### src/rtl/uart_pkg.sv
// -----------------------------------------------------------------------------
// uart_pkg
// Shared definitions for the UART transmit/receive blocks.
//   uart_state_e  : serial framing state encoding (IDLE/START/DATA/STOP)
//   DATA_BITS     : payload bits per character
//   BIT_IDX_W     : width of the data-bit index counter
//   LAST_BIT_IDX  : index value of the final data bit
// -----------------------------------------------------------------------------
package uart_pkg;

    typedef enum logic [1:0] {
        ST_IDLE  = 2'b00,
        ST_START = 2'b01,
        ST_DATA  = 2'b10,
        ST_STOP  = 2'b11
    } uart_state_e;

    localparam int DATA_BITS = 8;
    localparam int BIT_IDX_W = $clog2(DATA_BITS);
    localparam logic [BIT_IDX_W-1:0] LAST_BIT_IDX = BIT_IDX_W'(DATA_BITS - 1);

endpackage : uart_pkg

### src/rtl/uart_baud_counter.sv
// -----------------------------------------------------------------------------
// uart_baud_counter
// Counts clock cycles within one serial bit period (0..CLKS_PER_BIT-1) and
// flags the last cycle of each bit. Shared by the UART transmitter and receiver.
// Ports:
//   clk_i      : system clock, rising edge
//   rst_ni     : synchronous active-low reset
//   en_i       : count enable (high while a frame is in progress)
//   clr_i      : synchronous clear, takes precedence over en_i
//   bit_end_o  : high in the final cycle of the current bit period
// -----------------------------------------------------------------------------
module uart_baud_counter #(
    parameter int CLKS_PER_BIT = 16
) (
    input  logic clk_i,
    input  logic rst_ni,
    input  logic en_i,
    input  logic clr_i,
    output logic bit_end_o
);

    localparam int CNT_W = (CLKS_PER_BIT > 1) ? $clog2(CLKS_PER_BIT) : 1;
    localparam logic [CNT_W-1:0] CNT_MAX = CNT_W'(CLKS_PER_BIT - 1);

    logic [CNT_W-1:0] cnt_q;
    logic [CNT_W-1:0] cnt_d;

    assign bit_end_o = en_i && (cnt_q == CNT_MAX);

    always_comb begin
        cnt_d = cnt_q;
        if (clr_i) begin
            cnt_d = '0;
        end else if (en_i) begin
            // Wrap on the last cycle so consecutive bits line up with no gap.
            cnt_d = bit_end_o ? '0 : cnt_q + 1'b1;
        end
    end

    always_ff @(posedge clk_i) begin
        if (!rst_ni) begin
            cnt_q <= '0;
        end else begin
            cnt_q <= cnt_d;
        end
    end

endmodule : uart_baud_counter

### src/rtl/uart_tx_sequencer.sv
// -----------------------------------------------------------------------------
// uart_tx_sequencer
// Two-requester UART transmitter. A round-robin arbiter picks one pending
// byte at each accept point (idle, or the last cycle of a stop bit) and sends
// it as an LSB-first 8N1 frame. Back-to-back frames have no idle gap.
// Ports:
//   i_clock     : system clock, rising edge
//   i_resetL    : synchronous active-low reset
//   i_req[1:0]  : per-requester transmit request, held until acknowledged
//   i_data0/1   : byte offered by requester 0/1
//   o_ack[1:0]  : one-cycle pulse, byte n has been latched for transmission
//   o_tx        : serial line, idle high
//   o_busy      : a frame is in progress
//   o_grant_id  : requester whose byte is currently on the line
//   o_done      : pulse in the final cycle of each stop bit
// -----------------------------------------------------------------------------
module uart_tx_sequencer
    import uart_pkg::*;
#(
    parameter int CLKS_PER_BIT = 16
) (
    input  logic       i_clock,
    input  logic       i_resetL,
    input  logic [1:0] i_req,
    input  logic [7:0] i_data0,
    input  logic [7:0] i_data1,
    output logic [1:0] o_ack,
    output logic       o_tx,
    output logic       o_busy,
    output logic       o_grant_id,
    output logic       o_done
);

    uart_state_e                state_q;
    uart_state_e                state_d;
    logic [BIT_IDX_W-1:0]       bit_idx_q;
    logic [BIT_IDX_W-1:0]       bit_idx_d;
    logic [DATA_BITS-1:0]       shreg_q;
    logic [DATA_BITS-1:0]       shreg_d;
    // Round-robin pointer: index of the requester that wins a tie next.
    logic                       rr_q;
    logic                       rr_d;

    logic                       bit_end;
    logic                       last_bit;
    logic                       accept;
    logic                       grant;

    uart_baud_counter #(
        .CLKS_PER_BIT (CLKS_PER_BIT)
    ) u_baud (
        .clk_i     (i_clock),
        .rst_ni    (i_resetL),
        .en_i      (state_q != ST_IDLE),
        .clr_i     (state_q == ST_IDLE),
        .bit_end_o (bit_end)
    );

    assign last_bit = (state_q == ST_DATA) && (bit_idx_q == LAST_BIT_IDX) && bit_end;

    // Accept is masked during reset so no byte is acknowledged without being latched.
    assign accept = i_resetL && (|i_req) &&
                    ((state_q == ST_IDLE) || ((state_q == ST_STOP) && bit_end));

    // Prioritised requester wins if asking, otherwise the other one.
    assign grant = i_req[rr_q] ? rr_q : ~rr_q;

    // ---------------- state register ----------------
    always_ff @(posedge i_clock) begin
        if (!i_resetL) begin
            state_q <= ST_IDLE;
        end else begin
            state_q <= state_d;
        end
    end

    // ---------------- next-state logic ----------------
    always_comb begin
        state_d = state_q;
        case (state_q)
            ST_IDLE:  if (accept)   state_d = ST_START;
            ST_START: if (bit_end)  state_d = ST_DATA;
            ST_DATA:  if (last_bit) state_d = ST_STOP;
            ST_STOP:  if (bit_end)  state_d = accept ? ST_START : ST_IDLE;
            default:                state_d = ST_IDLE;
        endcase
    end

    // ---------------- output decode ----------------
    always_comb begin
        o_tx       = 1'b1;
        o_busy     = (state_q != ST_IDLE);
        o_done     = (state_q == ST_STOP) && bit_end;
        // Pointer was set to the loser at grant time, so its complement is the sender.
        o_grant_id = (state_q != ST_IDLE) && !rr_q;
        o_ack      = 2'b00;
        case (state_q)
            ST_IDLE:  o_tx = 1'b1;
            ST_START: o_tx = 1'b0;
            ST_DATA:  o_tx = shreg_q[0];
            ST_STOP:  o_tx = 1'b1;
            default:  o_tx = 1'b1;
        endcase
        if (accept) begin
            o_ack = grant ? 2'b10 : 2'b01;
        end
    end

    // ---------------- datapath next values ----------------
    always_comb begin
        bit_idx_d = bit_idx_q;
        shreg_d   = shreg_q;
        rr_d      = rr_q;

        if (state_q != ST_DATA) begin
            bit_idx_d = '0;
        end else if (bit_end) begin
            // Wraps 7 -> 0 naturally on the last data bit.
            bit_idx_d = bit_idx_q + 1'b1;
        end

        if (accept) begin
            shreg_d = grant ? i_data1 : i_data0;
            rr_d    = ~grant;
        end else if ((state_q == ST_DATA) && bit_end && !last_bit) begin
            shreg_d = shreg_q >> 1;
        end
    end

    always_ff @(posedge i_clock) begin
        if (!i_resetL) begin
            bit_idx_q <= '0;
            shreg_q   <= '0;
            rr_q      <= 1'b0;
        end else begin
            bit_idx_q <= bit_idx_d;
            shreg_q   <= shreg_d;
            rr_q      <= rr_d;
        end
    end

endmodule : uart_tx_sequencer

### config.mk
export PLATFORM = sky130hd
export DESIGN_NAME = uart_tx_sequencer
export DESIGN_NICKNAME = d
export VERILOG_FILES = /design/src/rtl/uart_pkg.sv /design/src/rtl/uart_baud_counter.sv /design/src/rtl/uart_tx_sequencer.sv
export SDC_FILE = /design/constraint.sdc
export NUM_CORES = 1
export LEC_CHECK = 0
export CAP_MARGIN = 15
export CORE_MARGIN = 5
export CORE_UTILIZATION = 40
export DETAILED_ROUTE_END_ITERATION = 16
export PLACE_DENSITY = 0.69
export SLEW_MARGIN = 20
export SYNTH_ARGS = -nofsm -noshare
export SYNTH_HDL_FRONTEND = slang
export SYNTH_SLANG_ARGS = --single-unit
### constraint.sdc
create_clock -name i_clock -period 1.6 [get_ports i_clock]
set_input_delay 0.16 -clock i_clock [delete_from_list [all_inputs] [get_ports i_clock]]
set_output_delay 0.16 -clock i_clock [all_outputs]
set_load 0.1 [all_outputs]
# [Word-level counts from Yosys, hierarchy flattened]
# Cells that the tools add are included.
[word_totals] regBits=18 inputBits=20 out_inout_bits=6 word_cells=57
[classes] n_addsub=2 n_lt_le_gt_ge=1 eq_ne=10 muxes=16 n_bitwise=3 n_reduce_logical=20
[ops] operator="8-bit two-way mux" n=3
[ops] operator="2-bit two-way mux" n=6
[ops] operator="2-bit inequality test, second input constant" n=5
[ops] operator="1-bit logical AND" n=9
[ops] operator="2-bit one-hot mux with 4 select lines" n=1
[ops] operator="2-bit OR reduction" n=4
[ops] operator="4-bit by 1-bit adder with 4-bit output, second input constant" n=1
[ops] operator="2-bit equality test, second input constant" n=2
[ops] operator="4-bit equality test, second input constant" n=1
[ops] operator="1-bit two-way mux" n=4
[ops] operator="4-bit two-way mux" n=1
[ops] operator="4-bit AND reduction" n=1
[ops] operator="2-bit nonzero test" n=2
[ops] operator="3-bit by 1-bit adder with 3-bit output, second input constant" n=1
[ops] operator="3-bit equality test, second input constant" n=1
[ops] operator="1-bit NOT" n=3
[ops] operator="1-bit one-hot mux with 3 select lines" n=1
[ops] operator="2-bit by 1-bit equality test with 1-bit output, second input constant" n=1
[ops] operator="1-bit logical NOT" n=2
[ops] operator="2-bit logical NOT" n=1
[ops] operator="1-bit by 2-bit < comparator with 1-bit output, second input constant" n=1
[ops] operator="1-bit logical OR" n=1

# [Logic depth before layout (Yosys ltp)]
# Gate-level depths: netlist of the first run.
[depth] word_depth=8 mapped_depth=8 ltp_nobuf=6

# [Cells and area by module]
# From an unflattened synthesis of the first run, not the netlist that was laid out.
[hier_totals] hier_cells=121 hier_area_um2=1137.3
[by_module_without_submodules] mod="uart_tx_sequencer" instances=1 cells_per_inst=98 area_per_inst_um2=945.9 seq_area_each_um2=280.3
[by_module_without_submodules] mod="uart_baud_counter" instances=1 cells_per_inst=23 area_per_inst_um2=191.4 seq_area_each_um2=80.1

# [Least setup slack after synthesis of the first run]
# OpenSTA, ideal clock, no wires.
[synth_timing] kind="register to register" start="reg state_q[0]" end="reg rr_q" setup_time_ns=0.225 t_arrival_ns=3.105 t_required_ns=1.375 path_slack_ns=-1.730 path_stages_with_launch=7 n_path_buf=0 period_less_slack_ns=3.330 cell_sequence="dfxtp_1 -> inv_1 -> ha_1 -> a41o_1 -> nand2_1 -> nor3_1 -> nor2_1"
[synth_between] elab_chain_len=5 elab_cells_between_ends=7 cone_classes="eq/ne (1); reduce/logical (6)"
[synth_lines] item="from (decl)" line="uart_tx_sequencer.sv:34" text="uart_state_e state_q;"
[synth_lines] item="from (signal assigned)" line="uart_tx_sequencer.sv:73" text="state_q <= state_d;"
[synth_lines] item="2-bit nonzero test" line="uart_tx_sequencer.sv:54" text=".en_i (state_q != ST_IDLE),"
[synth_lines] item="1-bit logical AND" line="uart_baud_counter.sv:28" text="assign bit_end_o = en_i && (cnt_q == CNT_MAX);"
[synth_lines] item="1-bit logical AND" line="uart_tx_sequencer.sv:63" text="((state_q == ST_IDLE) || ((state_q == ST_STOP) && bit_end));"
[synth_lines] item="1-bit logical OR (*)" line="uart_tx_sequencer.sv:63"
[synth_lines] item="1-bit logical AND (*)" line="uart_tx_sequencer.sv:62" text="assign accept = i_resetL && (|i_req) &&"
[synth_lines] item="to (signal assigned)" line="uart_tx_sequencer.sv:138" text="rr_q <= rr_d;"
[synth_lines] item="to (decl)" line="uart_tx_sequencer.sv:41" text="logic rr_q;"
# Mark *: on every way between the ends. The rest lies on a longest branch, timed or not.
# A chain may end at the register's enable or synchronous reset.

# [Worst setup path in the final report of the first run]
[layout_timing] start="reg state_q[0]" end="out o_ack[1]"
[layout_between] elab_chain_len=6 elab_cells_between_ends=8 cone_classes="eq/ne (1); mux (1); reduce/logical (6)"
[layout_lines] item="2-bit nonzero test" line="uart_tx_sequencer.sv:54"
[layout_lines] item="1-bit logical AND" line="uart_baud_counter.sv:28"
[layout_lines] item="1-bit logical AND" line="uart_tx_sequencer.sv:63"
[layout_lines] item="1-bit logical OR (*)" line="uart_tx_sequencer.sv:63"
[layout_lines] item="1-bit logical AND (*)" line="uart_tx_sequencer.sv:62"
[layout_lines] item="2-bit two-way mux (*)" line="uart_tx_sequencer.sv:104" text="if (accept) begin"
[layout_lines] item="to (decl)" line="uart_tx_sequencer.sv:27" text="output logic [1:0] o_ack,"
# Marked as above.

==> results of run 1 <==
-- final timing paths --
path	end	startpoint	cells past startpoint
worst min register to register	u_baud.cnt_q[0]$_SDFFE_PP0P_	u_baud.cnt_q[0]$_SDFFE_PP0P_	1
worst min-delay path	u_baud.cnt_q[0]$_SDFFE_PP0P_	u_baud.cnt_q[0]$_SDFFE_PP0P_	1
worst max register to register	shreg_q[1]$_SDFFE_PN0P_	state_q[0]$_SDFFE_PN0P_	7
worst max-delay path	o_ack[1]	state_q[0]$_SDFFE_PN0P_	6
-- cells by family (layout without fill, tap and decap cells) --
| group | count (synthesis) | after routing | synth area share [%] |
|---|---|---|---|
| XOR/XNOR | 2 | 2 | 1.570 |
| AO/OA/AOI/OAI | 32 | 32 | 20.40 |
| multiplexers | 9 | 9 | 8.072 |
| AND/OR/NAND/NOR | 38 | 38 | 22.20 |
| flip-flops | 18 | 18 | 32.29 |
| buffers and inverters | 9 | 56 | 5.380 |
| adder cells (fa/ha/maj) | 9 | 9 | 10.09 |
-- per-stage QoR --
stage          util, %  total power [mW]  TNS [ps]  std cells  instance area (sq um)
6_report         66.67             3.111     -1452        195                   1807
5_1_grt          66.67             3.287     -2770        195                   1807
4_1_cts          62.88             2.968     -1173        192                   1704
3_5_place_dp     58.26             2.501    -623.6        179                   1579
3_3_place_gp     58.26             2.462    -93.47        179                   1579
2_1_floorplan        -             1.928     -1363        117                   1192
-- timing repair --
action / 4_1_cts / 5_1_grt
pin swaps: 5 / 6
setup buffers: 9 / 3
gates cloned: 0 / 0
gates resized for setup: 4 / 23
endpoints found under the hold margin: 0 / 0
endpoints found under the setup margin: 13 / 16
-- routing by layer --
metal	global-route usage, %	vias up	share of wire [%]	wire length [microns]
met4	3.714	0	0.59	18
met5	0	-	0	0
met3	3.777	2	4.0	122
li1	-	530	-	-
met1	21.16	517	43	1331
met2	26.17	16	52	1587
-- area by class of cell --
cell class	count	area share (%)
flip-flops and latches	18	20.43
inverters	4	1.316
well taps	31	2.147
repair buffers	48	27.15
multi-input cells	90	46.95
clock buffers	4	2.008
-- power groups by stage --
stage	logic [mW]	clock network [mW]	registers (mW)
floorplan	1.27	0	0.663
global placement	1.78	0	0.683
global route	2.25	0.325	0.713
CTS	2.00	0.296	0.672
finish	2.13	0.288	0.697
detailed placement	1.81	0	0.686
-- Yosys cell counts (2+ instances only) --
master	count	area share [%]
a211oi_2	2	2.2
dfxtp_1	18	32
nor2b_1	2	1.1
nand2_1	5	1.7
mux2i_1	9	8.1
a21oi_1	4	1.8
and3_1	3	1.7
nor4_1	5	2.8
o21ai_0	10	4.5
buf_2	2	0.90
nor3_1	3	1.3
ha_1	9	10
o211ai_1	3	2.0
a21o_1	3	2.0
nor2_1	8	2.7
nor4_4	2	3.8
a211oi_1	5	3.4
inv_1	4	1.3
-- worst register-to-register path, delay by kind of cell, from the launching register on --
| kind | cells | cell delay (ps) |
|---|---|---|
| DFF | 1 | 400 |
| adders and majority gates | 1 | 180 |
| AOI/OAI and AO/OA | 1 | 70 |
| buffers and inverters | 3 | 420 |
| and+or+nand+nor | 2 | 540 |
-- sequential cells by signal (all words and copies together) (netlist names) --
register      cells
state_q           2
bit_idx_q         3
shreg_q           8
rr_q              1
u_baud.cnt_q      4
==> impl_metrics.env, run 1 <==
export IMPL_hold_class="reg2reg"
export IMPL_num_rows=19
export IMPL_p_comb_share_pct=68.3
export IMPL_diodes=0
export IMPL_status="finished, violations left"
export IMPL_die_h_microns=62.82
export IMPL_setup_viol=16
export IMPL_synth_cell_types=38
export IMPL_final_max_slew_viol_count=0
export IMPL_vias=1065
export IMPL_die_w_microns=62.82
export IMPL_synthCells=117
export IMPL_cp_max_fo=4
export IMPL_seqCellArea_sq_um=369.1
export IMPL_violations="setup timing"
export IMPL_gr_total_overflow=0
export IMPL_multi_input_area_sq_um=848.3
export IMPL_tightest_slew_ps=344.5
export IMPL_crit_path_top_delay_cell="dfxtp_4"
export IMPL_p_int_mw=1.639
export IMPL_crit_family="flip-flops"
export IMPL_coreArea_sq_um=2710
export IMPL_period_minus_slack_ps=1743
export IMPL_synth_nets=146
export IMPL_drt_wl_total_microns=3060
export IMPL_root_buffer="clkbuf_4"
export IMPL_synth_seq_cells=18
export IMPL_nFillCells=230
export IMPL_drive_gt1_share_pct=43.90
export IMPL_layout_common_cells="buf_4 (21), clkdlybuf4s50_1 (19), dfxtp_1 (15), mux2i_1 (9)"
export IMPL_cts_tree="yes"
export IMPL_finalHoldViolations=0
export IMPL_drt_iter0_drc=28
export IMPL_path_cells="inv_4 -> ha_4 -> a41o_1 -> nand2_2 -> nor3_4 -> buf_12"
export IMPL_die_area_sq_um=3946
export IMPL_nets=194
export IMPL_skew_ps=3.848
export IMPL_track_usage_pct=16.00
export IMPL_max_slew_margin_pct=76.98
export IMPL_h_tree_depth=1
export IMPL_gp_congestion=0.7373
export IMPL_r2r_slack_ps=-120
export IMPL_seq_power_share_pct=22.4
export IMPL_setup_ws_ps=-143.0
export IMPL_cp_start_kind="register"
export IMPL_holdWs_ps=475.1
export IMPL_grt_max_degree=15
export IMPL_synth_warning_count=0
export IMPL_rsz0062_at_grt="true"
export IMPL_max_cap_viol_count=0
export IMPL_vdd_drop_max_mv=1.791
export IMPL_antenna_found_initial=0
export IMPL_grt_pass1_vias=1078
export IMPL_switching_power_mw=1.472
export IMPL_drt_pass1_iter_count=4
export IMPL_postCtsHoldBufs=0
export IMPL_power_density_nw_per_um2=1722
export IMPL_synth_async_reset_ratio_pct=0
export IMPL_hpwl_microns=2168
export IMPL_pwr_share_clk_pct=9.3
export IMPL_critical_path_buf_inv_count=2
export IMPL_fin_crit_sh_pct=108.9
export IMPL_clk_pin_slew_ps=110
export IMPL_pre_cts_ws_ps=-123.5
export IMPL_clk_latency_ps=290
export IMPL_viasPerCell=5.462
export IMPL_synth_avg_cell_area_sq_um=9.539
export IMPL_portBuffers=25
export IMPL_leakagePower_nw=0.7097
export IMPL_initial_core_util_pct=41.18
export IMPL_area_growth_pct=61.88
export IMPL_io_pin_count=26
export IMPL_critPathKind="reg2out"
export IMPL_synth_ff_type="dfxtp_1"
export IMPL_cts_buffer_depth=2
export IMPL_route_detailed_drc=0
export IMPL_end_kind="output port"
export IMPL_numCtsBuffers=3
export IMPL_cts_sinks=18
export IMPL_synth_seq_area_share_pct=32.29
export IMPL_switching_share_pct=47.32
export IMPL_max_freq_mhz=573.7
export IMPL_slowest_delay_ps=380
export IMPL_synth_edf_count=0
export IMPL_arrival_ps=1580
export IMPL_final_antenna_net_count=0
export IMPL_final_common_cell="buf_4"
export IMPL_syn_area_sq_um=1116
export IMPL_worstPathRequired_ps=1440
export IMPL_grt_pass1_wl_microns=5244
export IMPL_route_detailed_wl_per_inst_microns=15.69
No activity file was read; power rests on OpenSTA's default activity.
==> run 2, diff against run 1 <==
--- a/config.mk
+++ b/config.mk
@@ -13,4 +13,5 @@
 export SLEW_MARGIN = 20
 export SYNTH_ARGS = -nofsm -noshare
 export SYNTH_HDL_FRONTEND = slang
+export SYNTH_HIERARCHICAL = 1
 export SYNTH_SLANG_ARGS = --single-unit
==> impl_metrics.env, run 2 <==
export IMPL_clk_pin_slew_ps=100
export IMPL_cp_start_kind="register"
export IMPL_die_area_sq_um=4010
export IMPL_synth_async_reset_ratio_pct=0
export IMPL_setup_viol=15
export IMPL_grt_pass1_wl_microns=4809
export IMPL_syn_area_sq_um=1137
export IMPL_drt_iter0_drc=26
export IMPL_multi_input_area_sq_um=858.3
export IMPL_synth_fa_ha_area_share_pct=9.901
export IMPL_synth_seq_cells=18
export IMPL_status="finished, violations left"
export IMPL_synth_ff_type="dfxtp_1"
export IMPL_initial_core_util_pct=41.60
export IMPL_tightest_slew_ps=339.3
export IMPL_crit_path_top_delay_cell="dfxtp_4"
export IMPL_synth_top_family_by_area="simple AND/OR/NAND/NOR gates"
export IMPL_final_max_slew_viol_count=0
export IMPL_cts_sinks=18
export IMPL_h_tree_depth=1
export IMPL_synthCells=121
export IMPL_utilization_pct=70.16
export IMPL_portBuffers=25
export IMPL_end_kind="output port"
export IMPL_largestRegisters="shreg_q x8, u_baud/cnt_q x4, bit_idx_q x3"
export IMPL_final_common_cell="buf_4"
export IMPL_numCtsBuffers=3
export IMPL_route_detailed_wl_per_inst_microns=13.45
export IMPL_synth_compound_area_share_pct=17.49
export IMPL_max_freq_mhz=522.0
export IMPL_nets=208
export IMPL_postCtsHoldBufs=0
export IMPL_final_setup_tns_ps=-1634
export IMPL_max_cap_viol_count=0
export IMPL_grt_max_degree=13
export IMPL_track_usage_pct=14.51
export IMPL_seqCellArea_sq_um=365.4
export IMPL_yosysMostFrequentCell="dfxtp_1"
export IMPL_grt_pass1_vias=1107
export IMPL_nFillCells=207
export IMPL_fin_cells=209
export IMPL_fin_crit_sh_pct=119.7
export IMPL_cts_buffer_depth=2
export IMPL_io_pin_count=26
export IMPL_period_minus_slack_ps=1916
export IMPL_drt_pass1_iter_count=4
export IMPL_power_density_nw_per_um2=1551
export IMPL_num_rows=19
export IMPL_synth_area_top_cells="dfxtp_1 (32%), ha_1 (9.9%), mux2i_1 (9.7%)"
export IMPL_viasPerCell=5.053
export IMPL_gr_total_overflow=0
export IMPL_drt_wl_total_microns=2812
export IMPL_gp_congestion=0.7689
export IMPL_synth_edf_count=0
export IMPL_hpwl_microns=2150
export IMPL_synth_nets=150
export IMPL_largest_register_ffs=8
export IMPL_rsz0062_at_grt="true"
export IMPL_clk_latency_ps=290
export IMPL_cp_max_fo=3
export IMPL_netlist_top_cell_by_area="dfxtp_1"
export IMPL_synth_top_cell_area_share_pct=31.68
export IMPL_synth_top_cells_by_count="dfxtp_1 (18), nand2_1 (13), mux2i_1 (11), nor2_1 (11), ha_1 (9)"
export IMPL_synth_warning_count=6
export IMPL_max_slew_margin_pct=77.23
export IMPL_synth_cell_types=33
export IMPL_violations="setup timing"
export IMPL_route_detailed_drc=0
export IMPL_synthMuxAreaShare_pct=16.61
export IMPL_die_w_microns=63.33
export IMPL_die_h_microns=63.33
export IMPL_area_growth_pct=68.65
export IMPL_synth_xor_area_share_pct=1.540
export IMPL_vias=1056
export IMPL_diodes=0
export IMPL_slowest_delay_ps=390
export IMPL_top_register="shreg_q"
export IMPL_leakagePower_nw=0.8779
export IMPL_finalHoldViolations=0
export IMPL_arrival_ps=1760
export IMPL_setup_ws_ps=-315.7
export IMPL_layout_common_cells="buf_4 (25), clkdlybuf4s50_1 (19), dfxtp_1 (16), nand2_1 (12), mux2i_1 (10)"
export IMPL_skew_ps=0.9889
export IMPL_antenna_found_initial=0
export IMPL_coreArea_sq_um=2734
export IMPL_synth_seq_area_share_pct=31.68
export IMPL_hold_class="reg2reg"
export IMPL_path_cells="inv_6 -> ha_4 -> clkinvlp_4 -> nand2_2 -> nor2_2 -> and2_4 -> o21bai_4 -> buf_6 -> a21oi_4 -> buf_12"
export IMPL_cts_tree="yes"
export IMPL_final_antenna_net_count=0
export IMPL_total_power_mw=2.976
export IMPL_dp_cells=194
export IMPL_root_buffer="clkbuf_4"
export IMPL_worstPathRequired_ps=1440
export IMPL_synthSimpleGateAreaFrac_pct=18.70
export IMPL_pre_cts_ws_ps=-147.1
export IMPL_critPathKind="reg2out"
export IMPL_drive_gt1_share_pct=41.01
export IMPL_vdd_drop_max_mv=1.674
export IMPL_synth_avg_cell_area_sq_um=9.400
## run 2: cell types whose count changed after synthesis, moves of 5 or more
| cell | before | now |
|---|---|---|
| nand2_1 | 5 | 13 |
| o21ai_0 | 10 | 2 |
| o211a_1 | 0 | 7 |
| mux2_1 | 0 | 6 |
| a211oi_1 | 5 | 0 |
| nor4_1 | 5 | 0 |
## run 2: critical path: cells and delay by family (launching register included)
kind                       cells  cell delay, ps
AOI/OAI and AO/OA              2             190
DFF                            1             390
adders and majority gates      1             150
buffers and inverters          4             410
and+or+nand+nor                3             320
## run 2: through the flow
step                area [sq um]  hold WS [ps]
detailed placement          1687         499.9
floorplan                   1201         294.1
global placement            1687         482.7
global route                1918         566.7
CTS                         1916         526.4
finish                      1918         521.8
## run 2: path summary, 6_finish.rpt
check / start / to / slack (ps) / cells past startpoint
worst max register to register: state_q[1]$_SDFFE_PN0P_ / state_q[0]$_SDFFE_PN0P_ / -180 / 7
worst min-delay path: bit_idx_q[1]$_SDFFE_PP0P_ / bit_idx_q[1]$_SDFFE_PP0P_ / 520 / 2
worst min register to register: bit_idx_q[1]$_SDFFE_PP0P_ / bit_idx_q[1]$_SDFFE_PP0P_ / 520 / 2
worst max-delay path: state_q[0]$_SDFFE_PN0P_ / o_ack[0] / -320 / 10
## run 2: power breakdown
part           leakage [nW]  internal, mW  total, mW  switching, mW
clock network        0.0210         0.139      0.281          0.142
registers             0.148         0.532      0.597         0.0647
logic                 0.709         0.993       2.10           1.11
total                 0.878          1.66       2.98           1.31
## run 2: cells by family (layout without fill, tap and decap cells)
logic type / Yosys count / in the layout
simple gates: 40 / 40
buf+inv: 11 / 68
flops: 18 / 18
compound gates: 23 / 23
xor+xnor: 2 / 2
mux: 18 / 18
fa+ha+maj: 9 / 9
## run 2: area by class of cell
type	instances	share of cell area [%]
Timing Repair Buffer	58	30.66
Multi-Input combinational cell	92	44.75
Clock buffer	4	1.892
Sequential cell	18	19.05
Inverter	6	1.631
Tap cell	31	2.022
## run 2: repair_timing
action / 4_1_cts / 5_1_grt
setup buffers: 12 / 0
pin swaps: 8 / 6
endpoints found under the setup margin: 16 / 16
resized for setup: 20 / 4
## run 2: metal layers
| layer | global-route usage (%) | wire length (microns) |
|---|---|---|
| met3 | 3.730 | 111 |
| met5 | 0 | 0 |
| met1 | 16.27 | 1121 |
| met2 | 25.13 | 1477 |
| met4 | 7.013 | 102 |
